<file path="src/rtl/uart_pkg.sv">
// Shared types and constants for the result-to-ASCII sender.
// States of the sender FSM plus the ASCII codes it emits.
package uart_pkg;

  typedef enum logic [3:0] {
    FLUSH,
    GAP_F,
    IDLE,
    CONV,
    LOAD,
    REQ,
    XMIT,
    GAP,
    DONE_ST
  } state_e;

  localparam logic [7:0] ASCII_0  = 8'h30;
  localparam logic [7:0] ASCII_CR = 8'h0D;
  localparam logic [7:0] ASCII_LF = 8'h0A;

endpackage

</file>
<file path="src/rtl/bin2bcd_seq.sv">
// Sequential double-dabble converter: one shift per clock, DATA_W shifts.
// bcd_valid rises with the final shift and stays high until the next go.
module bin2bcd_seq #(
  parameter int DATA_W = 16,
  parameter int DIGITS = 5
) (
  input  logic                  clk,
  input  logic                  rst_n,
  input  logic                  go,
  input  logic [DATA_W-1:0]     bin,
  output logic [4*DIGITS-1:0]   bcd,
  output logic                  bcd_valid
);

  localparam int CW = $clog2(DATA_W + 1);

  logic [DATA_W-1:0]   sr_q;
  logic [4*DIGITS-1:0] bcd_q;
  logic [4*DIGITS-1:0] adj;
  logic [CW-1:0]       cnt_q;
  logic                valid_q;

  always_comb begin
    adj = bcd_q;
    for (int i = 0; i < DIGITS; i++) begin
      if (bcd_q[4*i +: 4] >= 4'd5)
        adj[4*i +: 4] = bcd_q[4*i +: 4] + 4'd3;
    end
  end

  always_ff @(posedge clk or negedge rst_n) begin
    if (!rst_n) begin
      sr_q    <= '0;
      bcd_q   <= '0;
      cnt_q   <= '0;
      valid_q <= 1'b0;
    end else if (go) begin
      sr_q    <= bin;
      bcd_q   <= '0;
      cnt_q   <= CW'(DATA_W);
      valid_q <= 1'b0;
    end else if (cnt_q != '0) begin
      bcd_q   <= {adj[4*DIGITS-2:0], sr_q[DATA_W-1]};
      sr_q    <= {sr_q[DATA_W-2:0], 1'b0};
      cnt_q   <= cnt_q - CW'(1);
      valid_q <= (cnt_q == CW'(1));
    end
  end

  assign bcd       = bcd_q;
  assign bcd_valid = valid_q;

endmodule

</file>
<file path="src/rtl/result_ascii_sender.sv">
// Prints an unsigned result as decimal ASCII (+ optional CR LF)
// to the RS232 transmitter over its data/data_ready/rts handshake.
module result_ascii_sender
  import uart_pkg::*;
#(
  parameter int DATA_W     = 16,
  parameter int DIGITS     = 5,
  parameter int GAP_CYCLES = 5210,
  parameter int SEND_CRLF  = 1
) (
  input  logic              clk,
  input  logic              rst_n,
  input  logic [DATA_W-1:0] value,
  input  logic              start,
  output logic              busy,
  output logic              done,
  output logic [7:0]        data,
  output logic              data_ready,
  input  logic              rts
);

  localparam int GW = $clog2(GAP_CYCLES + 1);
  localparam int IW = $clog2(DIGITS + 3);
  localparam int LAST = (SEND_CRLF != 0) ? DIGITS + 1 : DIGITS - 1;
  localparam logic [GW-1:0] GAP_END  = GW'(GAP_CYCLES - 1);
  localparam logic [IW-1:0] IDX_LAST = IW'(LAST);
  localparam logic [IW-1:0] IDX_CR   = IW'(DIGITS);

  state_e              state_q, state_d;
  logic [GW-1:0]       gap_q, gap_d;
  logic [IW-1:0]       idx_q, idx_d;
  logic [IW-1:0]       first;
  logic [7:0]          data_q, data_d;
  logic                dr_q, dr_d;
  logic                go;
  logic [4*DIGITS-1:0] bcd;
  logic                bcd_valid;
  logic [3:0]          dig;

  bin2bcd_seq #(
    .DATA_W (DATA_W),
    .DIGITS (DIGITS)
  ) u_bcd (
    .clk       (clk),
    .rst_n     (rst_n),
    .go        (go),
    .bin       (value),
    .bcd       (bcd),
    .bcd_valid (bcd_valid)
  );

  // Leading zeros are skipped by starting at the MS non-zero digit;
  // the LS digit is the fallback so 0 prints as "0".
  always_comb begin
    first = IW'(DIGITS - 1);
    dig   = 4'd0;
    for (int i = 0; i < DIGITS; i++) begin
      if (bcd[4*i +: 4] != 4'd0)
        first = IW'(DIGITS - 1 - i);
      if (idx_q == IW'(DIGITS - 1 - i))
        dig = bcd[4*i +: 4];
    end
  end

  always_comb begin
    state_d = state_q;
    gap_d   = gap_q;
    idx_d   = idx_q;
    data_d  = data_q;
    dr_d    = dr_q;
    go      = 1'b0;
    unique case (state_q)
      FLUSH: if (rts) state_d = GAP_F;
      GAP_F: begin
        if (gap_q == GAP_END) begin
          gap_d   = '0;
          state_d = IDLE;
        end else begin
          gap_d = gap_q + GW'(1);
        end
      end
      IDLE: begin
        idx_d = '0;
        if (start) begin
          go      = 1'b1;
          state_d = CONV;
        end
      end
      CONV: begin
        if (bcd_valid) begin
          idx_d   = first;
          state_d = LOAD;
        end
      end
      LOAD: begin
        if (idx_q > IDX_LAST) begin
          state_d = DONE_ST;
        end else begin
          dr_d    = 1'b1;
          state_d = REQ;
          if (idx_q < IDX_CR)       data_d = ASCII_0 + {4'h0, dig};
          else if (idx_q == IDX_CR) data_d = ASCII_CR;
          else                      data_d = ASCII_LF;
        end
      end
      REQ: begin
        if (!rts) begin
          dr_d    = 1'b0;
          state_d = XMIT;
        end
      end
      XMIT: if (rts) state_d = GAP;
      GAP: begin
        if (gap_q == GAP_END) begin
          gap_d   = '0;
          idx_d   = idx_q + IW'(1);
          state_d = LOAD;
        end else begin
          gap_d = gap_q + GW'(1);
        end
      end
      DONE_ST: state_d = IDLE;
      default: state_d = FLUSH;
    endcase
  end

  always_ff @(posedge clk or negedge rst_n) begin
    if (!rst_n) begin
      state_q <= FLUSH;
      gap_q   <= '0;
      idx_q   <= '0;
      data_q  <= 8'h00;
      dr_q    <= 1'b0;
    end else begin
      state_q <= state_d;
      gap_q   <= gap_d;
      idx_q   <= idx_d;
      data_q  <= data_d;
      dr_q    <= dr_d;
    end
  end

  assign busy       = (state_q != IDLE);
  assign done       = (state_q == DONE_ST);
  assign data       = data_q;
  assign data_ready = dr_q;

endmodule

</file>
<file path="config.mk">
export PLATFORM = sky130hd
export DESIGN_NAME = result_ascii_sender
export DESIGN_NICKNAME = d
export VERILOG_FILES = /design/src/rtl/uart_pkg.sv /design/src/rtl/bin2bcd_seq.sv /design/src/rtl/result_ascii_sender.sv
export SDC_FILE = /design/constraint.sdc
export NUM_CORES = 1
export LEC_CHECK = 0
export CAP_MARGIN = 5
export CORE_MARGIN = 4
export CORE_UTILIZATION = 40
export CTS_BUF_LIST = sky130_fd_sc_hd__clkbuf_4
export DETAILED_ROUTE_END_ITERATION = 7
export DONT_BUFFER_PORTS = 1
export PLACE_DENSITY = 0.58
export SLEW_MARGIN = 10
export SYNTH_ARGS = -nofsm -noshare
export SYNTH_HDL_FRONTEND = slang
export SYNTH_SLANG_ARGS = --single-unit
</file>
<file path="constraint.sdc">
create_clock -name clk -period 4.6 [get_ports clk]
set_input_delay 0.92 -clock clk [delete_from_list [all_inputs] [get_ports clk]]
set_output_delay 0.92 -clock clk [all_outputs]
set_load 0.03 [all_outputs]
</file>
==> results of run 1 <==
[synth_stat cells, types with 3 or more instances]
library cell and count:
sky130_fd_sc_hd__buf_4 3, sky130_fd_sc_hd__dfrtp_1 68, sky130_fd_sc_hd__nor2_1 46, sky130_fd_sc_hd__nor3b_1 8, sky130_fd_sc_hd__nand2_1 66, sky130_fd_sc_hd__o211ai_1 3, sky130_fd_sc_hd__nor2b_1 4, sky130_fd_sc_hd__clkbuf_1 13
sky130_fd_sc_hd__xnor2_1 14, sky130_fd_sc_hd__clkbuf_8 4, sky130_fd_sc_hd__ha_1 21, sky130_fd_sc_hd__mux2i_1 9, sky130_fd_sc_hd__nand2b_1 10, sky130_fd_sc_hd__inv_1 20, sky130_fd_sc_hd__o21ai_0 22, sky130_fd_sc_hd__nand4_1 6
sky130_fd_sc_hd__a31oi_1 16, sky130_fd_sc_hd__nor3_1 6, sky130_fd_sc_hd__xor2_1 4, sky130_fd_sc_hd__a211oi_1 9, sky130_fd_sc_hd__nand3_1 13, sky130_fd_sc_hd__a21oi_1 35
[final timing paths]
path | depth (start not counted) | from | endpoint | slack [ns]
max in group asynchronous | 0 | rst_n | u_bcd.sr_q[12] | 4.29
max | 3 | state_q[2] | done | 2.02
max reg2reg | 7 | idx_q[2] | data[2] | 2.36
min in group clk | 1 | gap_q[12] | gap_q[12] | 0.49
min | 0 | rst_n | gap_q[4] | 0.18
min reg2reg | 1 | gap_q[12] | gap_q[12] | 0.49
[cell usage in the layout, fill, tap and decap left out, types with 10 or more instances in the layout]
| cell | Yosys | final |
|---|---|---|
| sky130_fd_sc_hd__a21oi_1 | 35 | 35 |
| sky130_fd_sc_hd__a31oi_1 | 16 | 16 |
| sky130_fd_sc_hd__clkbuf_4 | 0 | 10 |
| sky130_fd_sc_hd__dfrtp_1 | 68 | 68 |
| sky130_fd_sc_hd__ha_1 | 21 | 21 |
| sky130_fd_sc_hd__inv_1 | 20 | 20 |
| sky130_fd_sc_hd__nand2_1 | 66 | 66 |
| sky130_fd_sc_hd__nand2b_1 | 10 | 10 |
| sky130_fd_sc_hd__nand3_1 | 13 | 12 |
| sky130_fd_sc_hd__nor2_1 | 46 | 45 |
| sky130_fd_sc_hd__o21ai_0 | 22 | 22 |
| sky130_fd_sc_hd__xnor2_1 | 14 | 14 |
[routing by layer]
metal,GRT usage [%],wire [um],up-vias
li1,-,-,1529
met1,20.54,4037,1484
met5,0,0,-
met2,25.31,3756,60
met4,4.058,83,0
met3,4.955,463,8
[logic make-up after synthesis]
family,Yosys count,share of synthesized area [%]
buf+inv,44,5.645
fa+ha+maj,21,6.550
simple gates,181,22.33
flops,68,42.42
mux,13,3.369
compound gates,102,15.66
other cells,1,0.09348
xor+xnor,18,3.930
[cell type report]
class                   count  share of cell area (%)
clock inverters             4                   1.019
well taps                 133                   3.987
clock buffers              10                   1.799
flip-flops and latches     68                   40.77
inverters                  20                   1.799
multi-input cells         337                   50.45
repair buffers              1                  0.1799
[power groups by stage]
stage	clock network (mW)	logic [mW]	registers [mW]
after floorplan	0	0.580	0.811
after global placement	0	0.669	0.849
after detailed placement	0	0.689	0.850
after CTS	0.395	0.693	0.839
after global routing	0.417	0.804	0.862
final	0.375	0.687	0.839
[sequential cells by signal, summed over array words and instances, names as in the netlist]
| signal | cells |
|---|---|
| data_ready | 1 |
| u_bcd.bcd_valid | 1 |
| u_bcd.cnt_q | 5 |
| u_bcd.sr_q | 16 |
| data | 5 |
| idx_q | 3 |
| u_bcd.bcd | 20 |
| state_q | 4 |
| gap_q | 13 |
[metrics by stage]
stage / instances / power (mW) / utilization, % / hold WS [ns]
final: 573 / 1.901 / 42.70 / 0.1772
after global routing: 573 / 2.083 / 42.70 / 0.1281
after CTS: 573 / 1.926 / 42.59 / 0.1495
after detailed placement: 559 / 1.540 / 41.39 / 0.4786
after global placement: 559 / 1.518 / 41.39 / 0.4705
after floorplan: 449 / 1.391 / - / 0.4461
==> out/qor_table.md, run 1 <==
| Stage | Quantity | This run |
| --- | --- | --- |
| grt | Number of antenna violations at the first check in global routing | 0 |
| critical path | Worst Setup Start Kind | register |
| pwr | Clock network fraction of total power | 19.8% |
| final layout | Area added between synthesis and finish | 4.055% |
| final layout | Number of antenna diodes | 0 |
| pwr | Logic gate share of total power | 36.1% |
| pwr | Largest vdd supply drop | 0.1851 mV |
| pwr | Total internal power | 1.181 mW |
| critical path | Peak fanout along the critical path | 12 |
| flow run | Reported max-cap violation count | 0 |
| critical path | Buffers and inverters on the worst path | 0 |
| cts | Total number of clock tree sinks | 68 |
| yosys | Biggest area consumer among synthesized cells | sky130_fd_sc_hd__dfrtp_1 |
| critical path | Crit path max-delay cell type | sky130_fd_sc_hd__dfrtp_1 |
| pwr | Static leakage | 1.830 nW |
| detailed routing | Overall via count from detail_route | 3,081 |
| yosys | Proportion of netlist area held by the largest area contributor | 42.42% |
| die | Die outline width | 108.1 um |
| cts | Deepest level of the CTS H-tree | 3 |
| grt | Overflow left after global routing | 0 |
| detailed routing | Final wirelength | 8.341 mm |
| grt | Overall fraction of global-route tracks in use | 15.71% |
| detailed routing | Wire length per cell after detailed routing | 14.56 um |
| timing | Worst-case clock skew | 0.01681 ns |
| timing | Maximum clock frequency | 0.3871 GHz |
| pwr | Part of the total power dissipated in sequential elements | 44.1% |
| die | Die span in y | 108.1 um |
| detailed routing | Routed vias/inst | 5.377 |
| final layout | Fill cell total of the finished layout | 996 |
| die | Core outline area | 9774 um^2 |
| timing | Finish-stage setup viols | 0 |
| pwr | Power density of the placed cells | 455.4 nW/um^2 |
| placed design | IO Port Bufs | 0 |
| yosys | Synth Instances | 448 |
| yosys | Post-synth EDFFs | 0 |
| detailed routing | Number of iterations in the first detailed-routing pass | 4 |
| cts | TritonCTS clock tree | built |
| pwr | P_sw | 0.7203 mW |
| placed design | Post-place setup slack | 2.150 ns |
| timing | Final clock period utilization by the worst path | 56.15% |
| placed design | GP Congestion | 0.8479 |
| yosys | Number of warnings printed during yosys synthesis | 0 |
| yosys | Async SR Flop Fraction | 100.0% |
| critical path | Kind of cell adding the most delay to the critical path | simple AND/OR/NAND/NOR gates |
| yosys | Part of the Yosys area used for sequential elements | 42.42% |
| critical path | CP cell instances | nor2_1 -> nand2_1 -> nor2_1 |
| yosys | Cell types occupying the most area after synthesis | sky130_fd_sc_hd__dfrtp_1, sky130_fd_sc_hd__ha_1, sky130_fd_sc_hd__nand2_1 |
| pwr | Switch share | 37.89% |
| grt | Largest net degree at the start of global routing | 69 |
| final layout | Register area | 1702 um^2 |
| cts | Maximum buffer depth of the clock tree | 2 |
| final layout | Final std cell area, no fill | 4174 um^2 |
| yosys | Leading register cell type out of synthesis | sky130_fd_sc_hd__dfrtp_1 |
| detailed routing | Detailed router's first-iteration violation count | 183 |
| die | Full die area | 11,690 um^2 |
| timing | Worst rel slew slack | 48.85% |
| placed design | Post-DP HPWL | 5.534 mm |
| cts | Number of buffers added to fix hold violations after cts | 0 |
| cts | Number of buffers created by CTS | 9 |
| critical path | Crit path largest cell delay | 0.52 ns |
| timing | Transition time of the tightest slew-check pin | 0.7592 ns |
| run status | Run status | completed |
| cts | Setup repair bufs after CTS | 0 |
| detailed routing | DRC | 0 |
| cts | Clock latency on the worst-skew pair | 0.42 ns |
| placed design | Placed cell areas | 4045 um^2 |
| die | Number of placement rows | 36 |
| cts | Clock root buffer | sky130_fd_sc_hd__clkbuf_4 |
| timing | Min Tclk post-route | 2.583 ns |
| critical path | WS Path Type | register to output pin |
| timing | Number of slew-limit violations in the final report | 0 |
| die | Starting density of the core | 41.04% |
| critical path | Required time worst endpoint | 3.68 ns |
| cts | Worst-path clk slew | 0.11 ns |
| timing | Setup_tns | 0 ns |
| final layout | Number of nets at the end of the flow | 478 |
| timing | Final number of hold-violating endpoints | 0 |
| yosys | Synthesized flop and latch total | 68 |
| detailed routing | Number of antenna-violating nets in the routed design | 0 |
| yosys | Number of different library cells in the post-synthesis netlist | 59 |
| worst hold path | Tightest Hold Check Type | input pin to async pin |
| final layout | Share of post-route cells with drive strength above 1 | 6.818% |
| timing | Final Worst Setup Slack | 2.017 ns |
| yosys | Synthesized cell area | 4011 um^2 |
| critical path | Critical path data arrival time | 1.66 ns |
| final layout | Area used by multi-input combinational logic | 2106 um^2 |
| yosys | Average instance area after synthesis | 8.954 um^2 |
| grt | Wire length of the first global-routing pass | 14.59 mm |
| die | I/O pins | 31 |
| timing | Unrepaired setup endpoints after global routing | false |
| grt | Vias in the first global route | 3,080 |
| critical path | Dominant cell type by count on the critical path | sky130_fd_sc_hd__nor2_1 |
| critical path | Endpoint type of the worst setup path | output pin |
| cts | Number of resized instances in the post-cts repair step | 0 |
No activity file was read; power rests on OpenSTA's default activity.
==> run 2, diff against run 1 <==
--- a/config.mk
+++ b/config.mk
@@ -5,6 +5,7 @@
 export SDC_FILE = /design/constraint.sdc
 export NUM_CORES = 1
 export LEC_CHECK = 0
+export ABC_AREA = 1
 export CAP_MARGIN = 5
 export CORE_MARGIN = 4
 export CORE_UTILIZATION = 40
==> constraint.sdc (replaced) <==
create_clock -name clk -period 2.5 [get_ports clk]
set_input_delay 0.5 -clock clk [delete_from_list [all_inputs] [get_ports clk]]
set_output_delay 0.5 -clock clk [all_outputs]
set_load 0.03 [all_outputs]
==> out/qor_table.md, run 2 <==
| Stage | Quantity | This run |
| --- | --- | --- |
| cts | Total number of clock tree sinks | 68 |
| cts | Setup repair bufs after CTS | 0 |
| yosys | Cell types with the highest counts after synthesis | sky130_fd_sc_hd__nand2_1, sky130_fd_sc_hd__inv_1, sky130_fd_sc_hd__dfrtp_1 |
| final layout | Commonest non-fill, non-tap cell in the layout | sky130_fd_sc_hd__nand2_1 |
| critical path | WS Path Type | register to output pin |
| cts | Worst-path clk slew | 0.12 ns |
| yosys | Synthesized cell area | 4149 um^2 |
| yosys | Number of warnings printed during yosys synthesis | 0 |
| detailed routing | Number of antenna-violating nets in the routed design | 0 |
| timing | Worst rel slew slack | 61.27% |
| detailed routing | Detailed router's first-iteration violation count | 195 |
| yosys | Average instance area after synthesis | 7.356 um^2 |
| final layout | Final std cell area, no fill | 4467 um^2 |
| final layout | Core utilization of the finished layout | 44.87% |
| die | I/O pins | 31 |
| final layout | Most frequent cells in the layout | sky130_fd_sc_hd__nand2_1, sky130_fd_sc_hd__inv_1, sky130_fd_sc_hd__dfrtp_1, sky130_fd_sc_hd__nand3_1, sky130_fd_sc_hd__o21ai_0 |
| cts | Clock root buffer | sky130_fd_sc_hd__clkbuf_4 |
| timing | Min Tclk post-route | 2.126 ns |
| final layout | Number of nets at the end of the flow | 611 |
| timing | Final clock period utilization by the worst path | 85.05% |
| grt | Overflow left after global routing | 0 |
| grt | Largest net degree at the start of global routing | 69 |
| pwr | Static leakage | 2.197 nW |
| placed design | GP Congestion | 0.8550 |
| yosys | Synthesized flop and latch total | 68 |
| detailed routing | Overall via count from detail_route | 3,601 |
| detailed routing | Wire length per cell after detailed routing | 13.24 um |
| timing | Worst-case clock skew | 0.01639 ns |
| die | Die outline width | 109.8 um |
| detailed routing | Final wirelength | 9.374 mm |
| flow run | Reported max-cap violation count | 0 |
| cts | TritonCTS clock tree | built |
| final layout | Area added between synthesis and finish | 7.660% |
| die | Core outline area | 9955 um^2 |
| cts | Maximum buffer depth of the clock tree | 2 |
| placed design | Post-place setup slack | 0.7902 ns |
| placed design | Placed cell areas | 4270 um^2 |
| grt | Wire length of the first global-routing pass | 16.68 mm |
| yosys | Post-synth EDFFs | 0 |
| final layout | Finished Layout Cells | 708 |
| final layout | Largest register FFs | 20 |
| placed design | IO Port Bufs | 0 |
| timing | Finish-stage setup viols | 0 |
| final layout | Number of antenna diodes | 0 |
| timing | Maximum clock frequency | 0.4703 GHz |
| die | Die span in y | 109.8 um |
| grt | Overall fraction of global-route tracks in use | 17.61% |
| yosys | Synth Instances | 564 |
| yosys | Number of different library cells in the post-synthesis netlist | 28 |
| detailed routing | DRC | 0 |
| detailed routing | Number of iterations in the first detailed-routing pass | 4 |
| die | Full die area | 12,070 um^2 |
| timing | Final Worst Setup Slack | 0.3737 ns |
| yosys | Most numerous cell in the Yosys netlist | sky130_fd_sc_hd__nand2_1 |
| yosys | Proportion of netlist area held by the largest area contributor | 41.01% |
| yosys | Leading register cell type out of synthesis | sky130_fd_sc_hd__dfrtp_1 |
| final layout | Share of post-route cells with drive strength above 1 | 6.609% |
| timing | Number of slew-limit violations in the final report | 0 |
| timing | Setup_tns | 0 ns |
| critical path | Endpoint type of the worst setup path | output pin |
| pwr | Largest vdd supply drop | 0.2951 mV |
| critical path | Worst Setup Start Kind | register |
| die | Starting density of the core | 41.68% |
| placed design | Post-DP HPWL | 6.807 mm |
| timing | Transition time of the tightest slew-check pin | 0.5810 ns |
| critical path | Peak fanout along the critical path | 5 |
| die | Number of placement rows | 36 |
| yosys | Biggest area consumer among synthesized cells | sky130_fd_sc_hd__dfrtp_1 |
| yosys | Cell types occupying the most area after synthesis | sky130_fd_sc_hd__dfrtp_1, sky130_fd_sc_hd__nand2_1, sky130_fd_sc_hd__nand3_1 |
| yosys | Part of the Yosys area used for sequential elements | 41.01% |
| critical path | Critical path data arrival time | 1.63 ns |
| detailed routing | Routed vias/inst | 5.086 |
| cts | Clock latency on the worst-skew pair | 0.43 ns |
| yosys | Async SR Flop Fraction | 100.0% |
| critical path | Required time worst endpoint | 2.00 ns |
| grt | Vias in the first global route | 3,454 |
| grt | Number of antenna violations at the first check in global routing | 0 |
| cts | Number of buffers created by CTS | 9 |
| timing | Unrepaired setup endpoints after global routing | false |
| placed design | Placed insts | 690 |
| cts | Deepest level of the CTS H-tree | 3 |
| worst hold path | Tightest Hold Check Type | input pin to register |
| run status | Run status | completed |
| timing | Final number of hold-violating endpoints | 0 |
| pwr | Power density of the placed cells | 438.3 nW/um^2 |
run 2: cell types whose count changed after synthesis, sizes merged, moves of 16 or more:
cell / before / now
o21ai: 23 / 54
clkbuf: 17 / 0
nand2: 66 / 162
inv: 20 / 78
a31oi: 16 / 0
nand3: 13 / 58
run 2: path summary, 6_finish.rpt:
check                                     from             end  slack, ns  depth (start not counted)
worst max register to register      state_q[3]    u_bcd.bcd[6]       0.79                          7
worst min-delay path                  value[9]   u_bcd.sr_q[9]       0.19                          2
min in group asynchronous                rst_n  u_bcd.sr_q[12]       0.62                          2
max in group asynchronous                rst_n      data_ready       1.61                          2
worst max-delay path                state_q[0]            done       0.37                          4
worst min register to register  u_bcd.cnt_q[4]  u_bcd.cnt_q[4]       0.49                          2
run 2: area by class of cell:
class | instances | area (um^2)
Sequential cell | 68 | 1702
Clock buffer | 9 | 67.56
Inverter | 78 | 292.8
Fill cell | 1006 | 5488
Tap cell | 133 | 166.4
Clock inverter | 7 | 91.34
Timing Repair Buffer | 6 | 67.56
Multi-Input combinational cell | 407 | 2079
run 2: critical path, stage by stage, from the launching register on:
cell and delay (ns):
sky130_fd_sc_hd__dfrtp_1 0.44, sky130_fd_sc_hd__nor2_1 0.33, sky130_fd_sc_hd__inv_1 0.09, sky130_fd_sc_hd__nor3_1 0.15, sky130_fd_sc_hd__buf_4 0.19
run 2: layer usage:
layer  vias up  global-route usage, %  routed length (um)
li1       1838                      -                   -
met1      1673                  24.23                4527
met2        74                  27.38                4297
met3        16                  3.112                 391
met4         0                  7.124                 158
met5         -                      0                   0
run 2: metrics by stage:
step	power (mW)	hold WS [ns]
2_1_floorplan	1.128	0.2044
3_3_place_gp	1.125	0.2088
3_5_place_dp	1.125	0.2092
4_1_cts	1.985	0.1671
5_1_grt	2.050	0.1708
6_report	1.958	0.1947
run 2: cell families (layout without fill, tap and decap cells):
logic type	Yosys count	after routing	synth area share (%)
simple gates	283	283	29.70
compound gates	93	93	12.21
buf+inv	90	100	8.957
flops	68	68	41.01
fa+ha+maj	21	21	6.333
xor+xnor	8	8	1.689
other cells	1	2	0.09038
run 2: report_power, final:
part	internal [mW]	total (mW)	switching, mW
registers	1.10	1.10	0
clock network	0.399	0.827	0.427
logic	0.00569	0.0316	0.0260
total	1.50	1.96	0.453
run 2: timing repair:
action | in CTS | in global routing
hold endpoints to repair | 68 | 0
hold buffers | 2 | 0
gates resized for setup | 0 | 0
